$ cat src/rtl/wsacc_window_gen_if.sv
// Pixel-stream / window handshake bundle for wsacc_window_gen.
// The master side is the frame source plus the PE-array consumer; the slave side is the window generator.
interface wsacc_window_gen_if #(
    parameter int unsigned dataWidth      = 8,
    parameter int unsigned maxWidth       = 32,
    parameter int unsigned windowElements = 9
);
    localparam int unsigned CfgW = $clog2(maxWidth) + 1;

    logic                                       start;
    logic [CfgW-1:0]                            cfg_width;
    logic [15:0]                                cfg_height;
    logic                                       pix_valid;
    logic [dataWidth-1:0]                       pix_i;
    logic                                       pix_ready;
    logic                                       win_valid;
    logic                                       win_ready;
    logic [windowElements-1:0][dataWidth-1:0]   window_o;
    logic                                       busy;
    logic                                       done;

    modport master (
        output start, cfg_width, cfg_height, pix_valid, pix_i, win_ready,
        input  pix_ready, win_valid, window_o, busy, done
    );

    modport slave (
        input  start, cfg_width, cfg_height, pix_valid, pix_i, win_ready,
        output pix_ready, win_valid, window_o, busy, done
    );
endinterface

$ cat src/rtl/wsacc_window_gen.sv
// 3x3 sliding-window generator: two line buffers plus a 3x3 shift register turn a
// raster pixel stream into (W-2)*(H-2) windows for the weight-stationary PE array.
module wsacc_window_gen #(
    parameter int unsigned dataWidth      = 8,
    parameter int unsigned maxWidth       = 32,
    parameter int unsigned windowElements = 9
) (
    input  logic                  clk,
    input  logic                  rst,
    wsacc_window_gen_if.slave     bus
);
    localparam int unsigned CW = $clog2(maxWidth) + 1;
    localparam int unsigned AW = $clog2(maxWidth);
    localparam int unsigned HW = 16;

    typedef enum logic [1:0] {
        IDLE   = 2'd0,
        STREAM = 2'd1,
        DONE   = 2'd2
    } state_t;

    typedef logic [windowElements-1:0][dataWidth-1:0] win_t;

    state_t          state_q, state_d;
    logic [CW-1:0]   col_q, col_d;
    logic [HW-1:0]   row_q, row_d;
    logic [CW-1:0]   width_q, width_d;
    logic [HW-1:0]   height_q, height_d;
    logic            last_q, last_d;
    logic            win_valid_q, win_valid_d;
    win_t            win_q, win_d;
    win_t            sr_q, sr_d;

    logic [dataWidth-1:0] lb1_q [maxWidth];
    logic [dataWidth-1:0] lb2_q [maxWidth];

    logic [AW-1:0]        lb_idx;
    logic [dataWidth-1:0] lb1_rd, lb2_rd;
    win_t                 sr_shift;
    logic                 pix_ready_c;
    logic                 accept_c;
    logic                 cfg_ok_c;
    logic                 last_pix_c;

    assign lb_idx = col_q[AW-1:0];
    assign lb1_rd = lb1_q[lb_idx];
    assign lb2_rd = lb2_q[lb_idx];

    // A stalled window blocks every pixel so window_o cannot move under the consumer.
    assign pix_ready_c = (state_q == STREAM) && !last_q && (!win_valid_q || bus.win_ready);
    assign accept_c    = bus.pix_valid && pix_ready_c;
    assign cfg_ok_c    = (bus.cfg_width >= CW'(3)) && (bus.cfg_width <= CW'(maxWidth)) &&
                         (bus.cfg_height >= HW'(3));
    assign last_pix_c  = (row_q == height_q - HW'(1)) && (col_q == width_q - CW'(1));

    // Shift one column left; the new column is {oldest row, middle row, incoming pixel}.
    always_comb begin
        sr_shift      = sr_q;
        sr_shift[8:6] = {bus.pix_i, sr_q[8:7]};
        sr_shift[5:3] = {lb1_rd,    sr_q[5:4]};
        sr_shift[2:0] = {lb2_rd,    sr_q[2:1]};
    end

    always_comb begin
        state_d     = state_q;
        col_d       = col_q;
        row_d       = row_q;
        width_d     = width_q;
        height_d    = height_q;
        last_d      = last_q;
        win_valid_d = win_valid_q;
        win_d       = win_q;
        sr_d        = sr_q;

        case (state_q)
            IDLE: begin
                if (bus.start) begin
                    if (cfg_ok_c) begin
                        state_d  = STREAM;
                        col_d    = '0;
                        row_d    = '0;
                        width_d  = bus.cfg_width;
                        height_d = bus.cfg_height;
                        last_d   = 1'b0;
                    end else begin
                        state_d  = DONE;
                    end
                end
            end
            STREAM: begin
                if (win_valid_q && bus.win_ready) begin
                    win_valid_d = 1'b0;
                end
                if (accept_c) begin
                    sr_d = sr_shift;
                    if ((row_q >= HW'(2)) && (col_q >= CW'(2))) begin
                        win_valid_d = 1'b1;
                        win_d       = sr_shift;
                    end
                    if (col_q == width_q - CW'(1)) begin
                        col_d = '0;
                        row_d = row_q + HW'(1);
                    end else begin
                        col_d = col_q + CW'(1);
                    end
                    if (last_pix_c) begin
                        last_d = 1'b1;
                    end
                end
                if (last_q && (!win_valid_q || bus.win_ready)) begin
                    state_d = DONE;
                end
            end
            DONE: begin
                state_d = IDLE;
            end
            default: begin
                state_d = IDLE;
            end
        endcase
    end

    always_ff @(posedge clk or posedge rst) begin
        if (rst) begin
            state_q     <= IDLE;
            col_q       <= '0;
            row_q       <= '0;
            width_q     <= '0;
            height_q    <= '0;
            last_q      <= 1'b0;
            win_valid_q <= 1'b0;
            win_q       <= '0;
            sr_q        <= '0;
        end else begin
            state_q     <= state_d;
            col_q       <= col_d;
            row_q       <= row_d;
            width_q     <= width_d;
            height_q    <= height_d;
            last_q      <= last_d;
            win_valid_q <= win_valid_d;
            win_q       <= win_d;
            sr_q        <= sr_d;
        end
    end

    // Line buffers hold no reset: stale rows are never windowed because of the row>=2 gate.
    always_ff @(posedge clk) begin
        if (accept_c) begin
            lb2_q[lb_idx] <= lb1_rd;
            lb1_q[lb_idx] <= bus.pix_i;
        end
    end

    assign bus.pix_ready = pix_ready_c;
    assign bus.win_valid = win_valid_q;
    assign bus.window_o  = win_q;
    assign bus.busy      = (state_q != IDLE);
    assign bus.done      = (state_q == DONE);

endmodule

$ cat src/flat_wrapper.sv
// flat-port wrapper written by rule: the top's interface ports become plain ports
module wsacc_window_gen_flat 
#(
    parameter int unsigned dataWidth      = 8,
    parameter int unsigned maxWidth       = 32,
    parameter int unsigned windowElements = 9
)
  (clk, rst, bus_start, bus_cfg_width, bus_cfg_height, bus_pix_valid, bus_pix_i, bus_win_ready, bus_pix_ready, bus_win_valid, bus_window_o, bus_busy, bus_done);
  wsacc_window_gen_if #(.dataWidth(dataWidth), .maxWidth(maxWidth), .windowElements(windowElements)) bus_i ();
  input  logic clk;
  input  logic rst;
  input wire logic [$bits(bus_i.start)-1:0] bus_start;
  input wire logic [$bits(bus_i.cfg_width)-1:0] bus_cfg_width;
  input wire logic [$bits(bus_i.cfg_height)-1:0] bus_cfg_height;
  input wire logic [$bits(bus_i.pix_valid)-1:0] bus_pix_valid;
  input wire logic [$bits(bus_i.pix_i)-1:0] bus_pix_i;
  input wire logic [$bits(bus_i.win_ready)-1:0] bus_win_ready;
  output wire logic [$bits(bus_i.pix_ready)-1:0] bus_pix_ready;
  output wire logic [$bits(bus_i.win_valid)-1:0] bus_win_valid;
  output wire logic [$bits(bus_i.window_o)-1:0] bus_window_o;
  output wire logic [$bits(bus_i.busy)-1:0] bus_busy;
  output wire logic [$bits(bus_i.done)-1:0] bus_done;
  assign bus_i.start = bus_start;
  assign bus_i.cfg_width = bus_cfg_width;
  assign bus_i.cfg_height = bus_cfg_height;
  assign bus_i.pix_valid = bus_pix_valid;
  assign bus_i.pix_i = bus_pix_i;
  assign bus_i.win_ready = bus_win_ready;
  assign bus_pix_ready = bus_i.pix_ready;
  assign bus_win_valid = bus_i.win_valid;
  assign bus_window_o = bus_i.window_o;
  assign bus_busy = bus_i.busy;
  assign bus_done = bus_i.done;
  wsacc_window_gen #(.dataWidth(dataWidth), .maxWidth(maxWidth), .windowElements(windowElements)) u_core (.clk(clk), .rst(rst), .bus(bus_i));
endmodule
$ cat config.mk
export PLATFORM = sky130hd
export DESIGN_NAME = wsacc_window_gen_flat
export DESIGN_NICKNAME = d
export VERILOG_FILES = /design/src/rtl/wsacc_window_gen_if.sv /design/src/rtl/wsacc_window_gen.sv /design/src/flat_wrapper.sv
export SDC_FILE = /design/constraint.sdc
export NUM_CORES = 1
export LEC_CHECK = 0
export ABC_AREA = 1
export CAP_MARGIN = 20
export CORE_ASPECT_RATIO = 1.2
export CORE_UTILIZATION = 55
export DETAILED_ROUTE_END_ITERATION = 16
export PLACE_DENSITY = 0.73
export REMOVE_ABC_BUFFERS = 1
export SLEW_MARGIN = 20
export SYNTH_ARGS = -nofsm -noshare
export SYNTH_HDL_FRONTEND = slang
export SYNTH_SLANG_ARGS = --single-unit
$ cat constraint.sdc
create_clock -name clk -period 7.1 [get_ports clk]
set_input_delay 1.42 -clock clk [delete_from_list [all_inputs] [get_ports clk]]
set_output_delay 1.42 -clock clk [all_outputs]
set_load 0.01 [all_outputs]
==> results_dict.tcl <==
set metrics [dict create \
    dp_slack_ns 2.57 \
    ys_seq_area_share_pct 70.2 \
    vdd_drop_max_v 0.000322 \
    synth_top_cell_area_share_pct 55.2 \
    slew_headroom_pct 32.1 \
    clock_latency_ns 0.60 \
    std_cell_rows 90 \
    slew_viol_final 0 \
    worstHoldPathType "reg2reg" \
    crit_type "in2out" \
    hold_viol 0 \
    place.gp.congestion 0.890 \
    ctsResizeCount 0 \
    timing.hold.ws_ns 0.467 \
    p_leak_nw 11.7 \
    finClkSkew_ns 0.0256 \
    max-cap-violations 0 \
    instances_no_fill 3246 \
    synth_edf_count 512 \
    async_flop_share_pct 24.7 \
    via_count 19100 \
    grt_start_max_net_pins 202 \
    fin_util_pct 62.9 \
    clockPowerShare_pct 25.3 \
    cts.path.max_buffers 3 \
    rrSetupSlack_ns 3.05 \
    power_density_mw_per_mm2 418 \
    tritoncts "built" \
    reg2regPathDepth 8 \
    placed_cells 3131 \
    hp-start "u_core.sr_q[35]$_DFFE_PP0P_" \
    htreeDepth 3 \
    rsz0062_at_grt "false" \
    hold_buffers 0 \
    period_needed_ns 4.20 \
    ios 111 \
    synthesis.area_sq_mm 0.0279 \
    min_to "u_core.bus.window_o[27]$_DFFE_PP0P_" \
    critPathMaxFanout 3 \
    cts_setup_buffers 0 \
    clkTransAtPathRegs_ns 0.06 \
    cts-root-buf "clkbuf_16" \
    end_kind "output port" \
    yosysMostFrequentCell "edfxtp_1" \
    drt-pass1-iter-count 5 \
    grt_usage_pct 26.3 \
    worst-path-buf-inv 3 \
    die_w_um 208 \
    setup_tns_ns 0 \
    grt-ovfl-total 0 \
    slowest_delay_ns 0.58 \
    worstSetupStartpointType "input pin" \
    synth_area_leaders "edfxtp_1, dfrtp_1, nand2_1" \
    antenna_left 0 \
    grt_pass1_wl_um 105000 \
    crit_required_ns 5.68 \
    p_comb_share_pct 32.0 \
    nNetsFinal 2598 \
    synth_common_cells "edfxtp_1, nand2_1, nor2_1, o21ai_0, dfrtp_1" \
    seqPwrFrac_pct 42.7 \
    finalCritPeriodShare_pct 59.2 \
    io_buffers 110 \
    placed_cell_area_sq_mm 0.0295 \
    setup_ws_ns 2.90 \
    fp.dieH_um 249 \
    power.total_mw 13.2 \
    yosysUniqueCellTypes 42 \
    outcome "finished, final reports clean" \
    antenna_found_initial 4 \
    switching_share_pct 35.9 \
    dp_hpwl_um 39800 \
    whs_path_depth 2 \
    crit_top_cell "clkdlybuf4s50_1" \
    worst_pin_slew_ns 1.02 \
    yosysWarnings 0 \
    yosysTopAreaCell "edfxtp_1" \
    cts.sinks 680 \
    cp_top_family "buffers and inverters" \
    net-switching-power_mw 4.72 \
    stdcell_area_sq_mm 0.0315 \
    syn-instance-count 2453 \
    cts-buffers-inserted 66 \
    die-area_sq_mm 0.0516 \
    drive_gt1_share_pct 7.34 \
    start_util_pct 55.6 \
    p_int_mw 8.45 \
    drt-total-wl_um 67600 \
    synth_flop_cell "edfxtp_1" \
    crit_chain "clkdlybuf4s50_1, or2_1, inv_1, nor3_1, clkdlybuf4s50_1" \
    grt_pass1_vias 18700 \
    post_drt_via_cell_ratio 5.87 \
    ys_ff_latch 680 \
    coreArea_sq_mm 0.0501 \
    fmax_mhz 238 \
    drc 0 \
    drt_iter0_drc 2152 \
    diodes 0 \
    setup_viol 0 \
    syn2layout_area_growth_pct 13.1 \
    avgSynthCellArea_sq_um 11.4 \
    critPathArrivalTime_ns 2.78 \
    timing.rr.start "u_core.col_q[1]$_DFFE_PP0P_" \
    crit_slowest_cell "clkdlybuf4s50_1" \
    regToRegEndpoint "u_core.lb2_q[29][4]$_DFFE_PP_" \
    wire_per_inst_um 20.8 \
]
-- tightest hold or removal path, delay by kind of cell, from the launching register on --
| family | cells | cell delay, ns |
|---|---|---|
| DFF | 1 | 0.34 |
| and+or+nand+nor | 2 | 0.10 |
-- state kept, by name, indices dropped and copies added, names as in the netlist --
| name | cells |
|---|---|
| u_core.lb1_q | 256 |
| u_core.lb2_q | 256 |
| u_core.bus.window_o | 72 |
| u_core.sr_q | 48 |
| u_core.height_q | 16 |
| u_core.row_q | 16 |
| u_core.col_q | 6 |
| u_core.width_q | 6 |
| u_core.state_q | 2 |
| u_core.bus.win_valid | 1 |
| u_core.last_q | 1 |
-- per-layer routing --
layer	track usage, %	wire length [um]	vias up	part of all wire [%]
li1	-	-	8754	-
met1	33.9	26700	9288	39
met2	43.6	33000	850	49
met3	3.94	4940	167	7.3
met4	13.7	3050	0	4.5
met5	0	0	-	0
-- worst max-delay path by stage --
stage                                startpoint                                to  depth (start not counted)
floorplan           u_core.col_q[0]$_DFFE_PP0P_  u_core.bus.win_valid$_DFFE_PP0P_                          8
global placement                  bus_win_ready     u_core.lb2_q[24][0]$_DFFE_PP_                          9
detailed placement                bus_win_ready     u_core.lb2_q[24][0]$_DFFE_PP_                          9
CTS                               bus_win_ready                     bus_pix_ready                          5
global route                      bus_win_ready                     bus_pix_ready                          5
finish                            bus_win_ready                     bus_pix_ready                          5
-- layout make-up --
cell class / instances / area, sq um
clock inverter: 22 / 170
tap: 644 / 806
sequential: 680 / 19600
multi-input combinational: 1527 / 7110
clock buffer: 93 / 1850
timing repair buffer: 169 / 1580
inverter: 111 / 433
fill: 3731 / 18600
-- logic make-up after synthesis --
family | after synthesis | share of synthesized area, %
flops | 680 | 70.2
fa+ha+maj | 8 | 0.359
simple gates | 978 | 14.3
xor+xnor | 25 | 0.785
compound gates | 516 | 9.98
buf+inv | 246 | 4.35
-- power groups by stage --
stage,sequential [mW],clock [mW],combinational [mW]
after floorplan,5.79,0,2.30
after global routing,5.68,3.52,4.61
final,5.63,3.33,4.22
after CTS,5.62,3.37,4.20
after detailed placement,5.70,0,4.17
after global placement,5.69,0,4.03
-- cells in the final DEF (no fill, tap or decap), types with 56 or more instances in the layout --
master | synthesis | layout
edfxtp_1 | 512 | 512
o22ai_1 | 123 | 123
nor2_1 | 361 | 360
o21ai_0 | 303 | 303
buf_4 | 14 | 56
clkdlybuf4s50_1 | 0 | 109
clkbuf_16 | 0 | 67
nand2_1 | 498 | 498
o21ai_1 | 68 | 68
dfrtp_1 | 168 | 166
inv_1 | 100 | 99
Power figures use the tool's default switching activity.
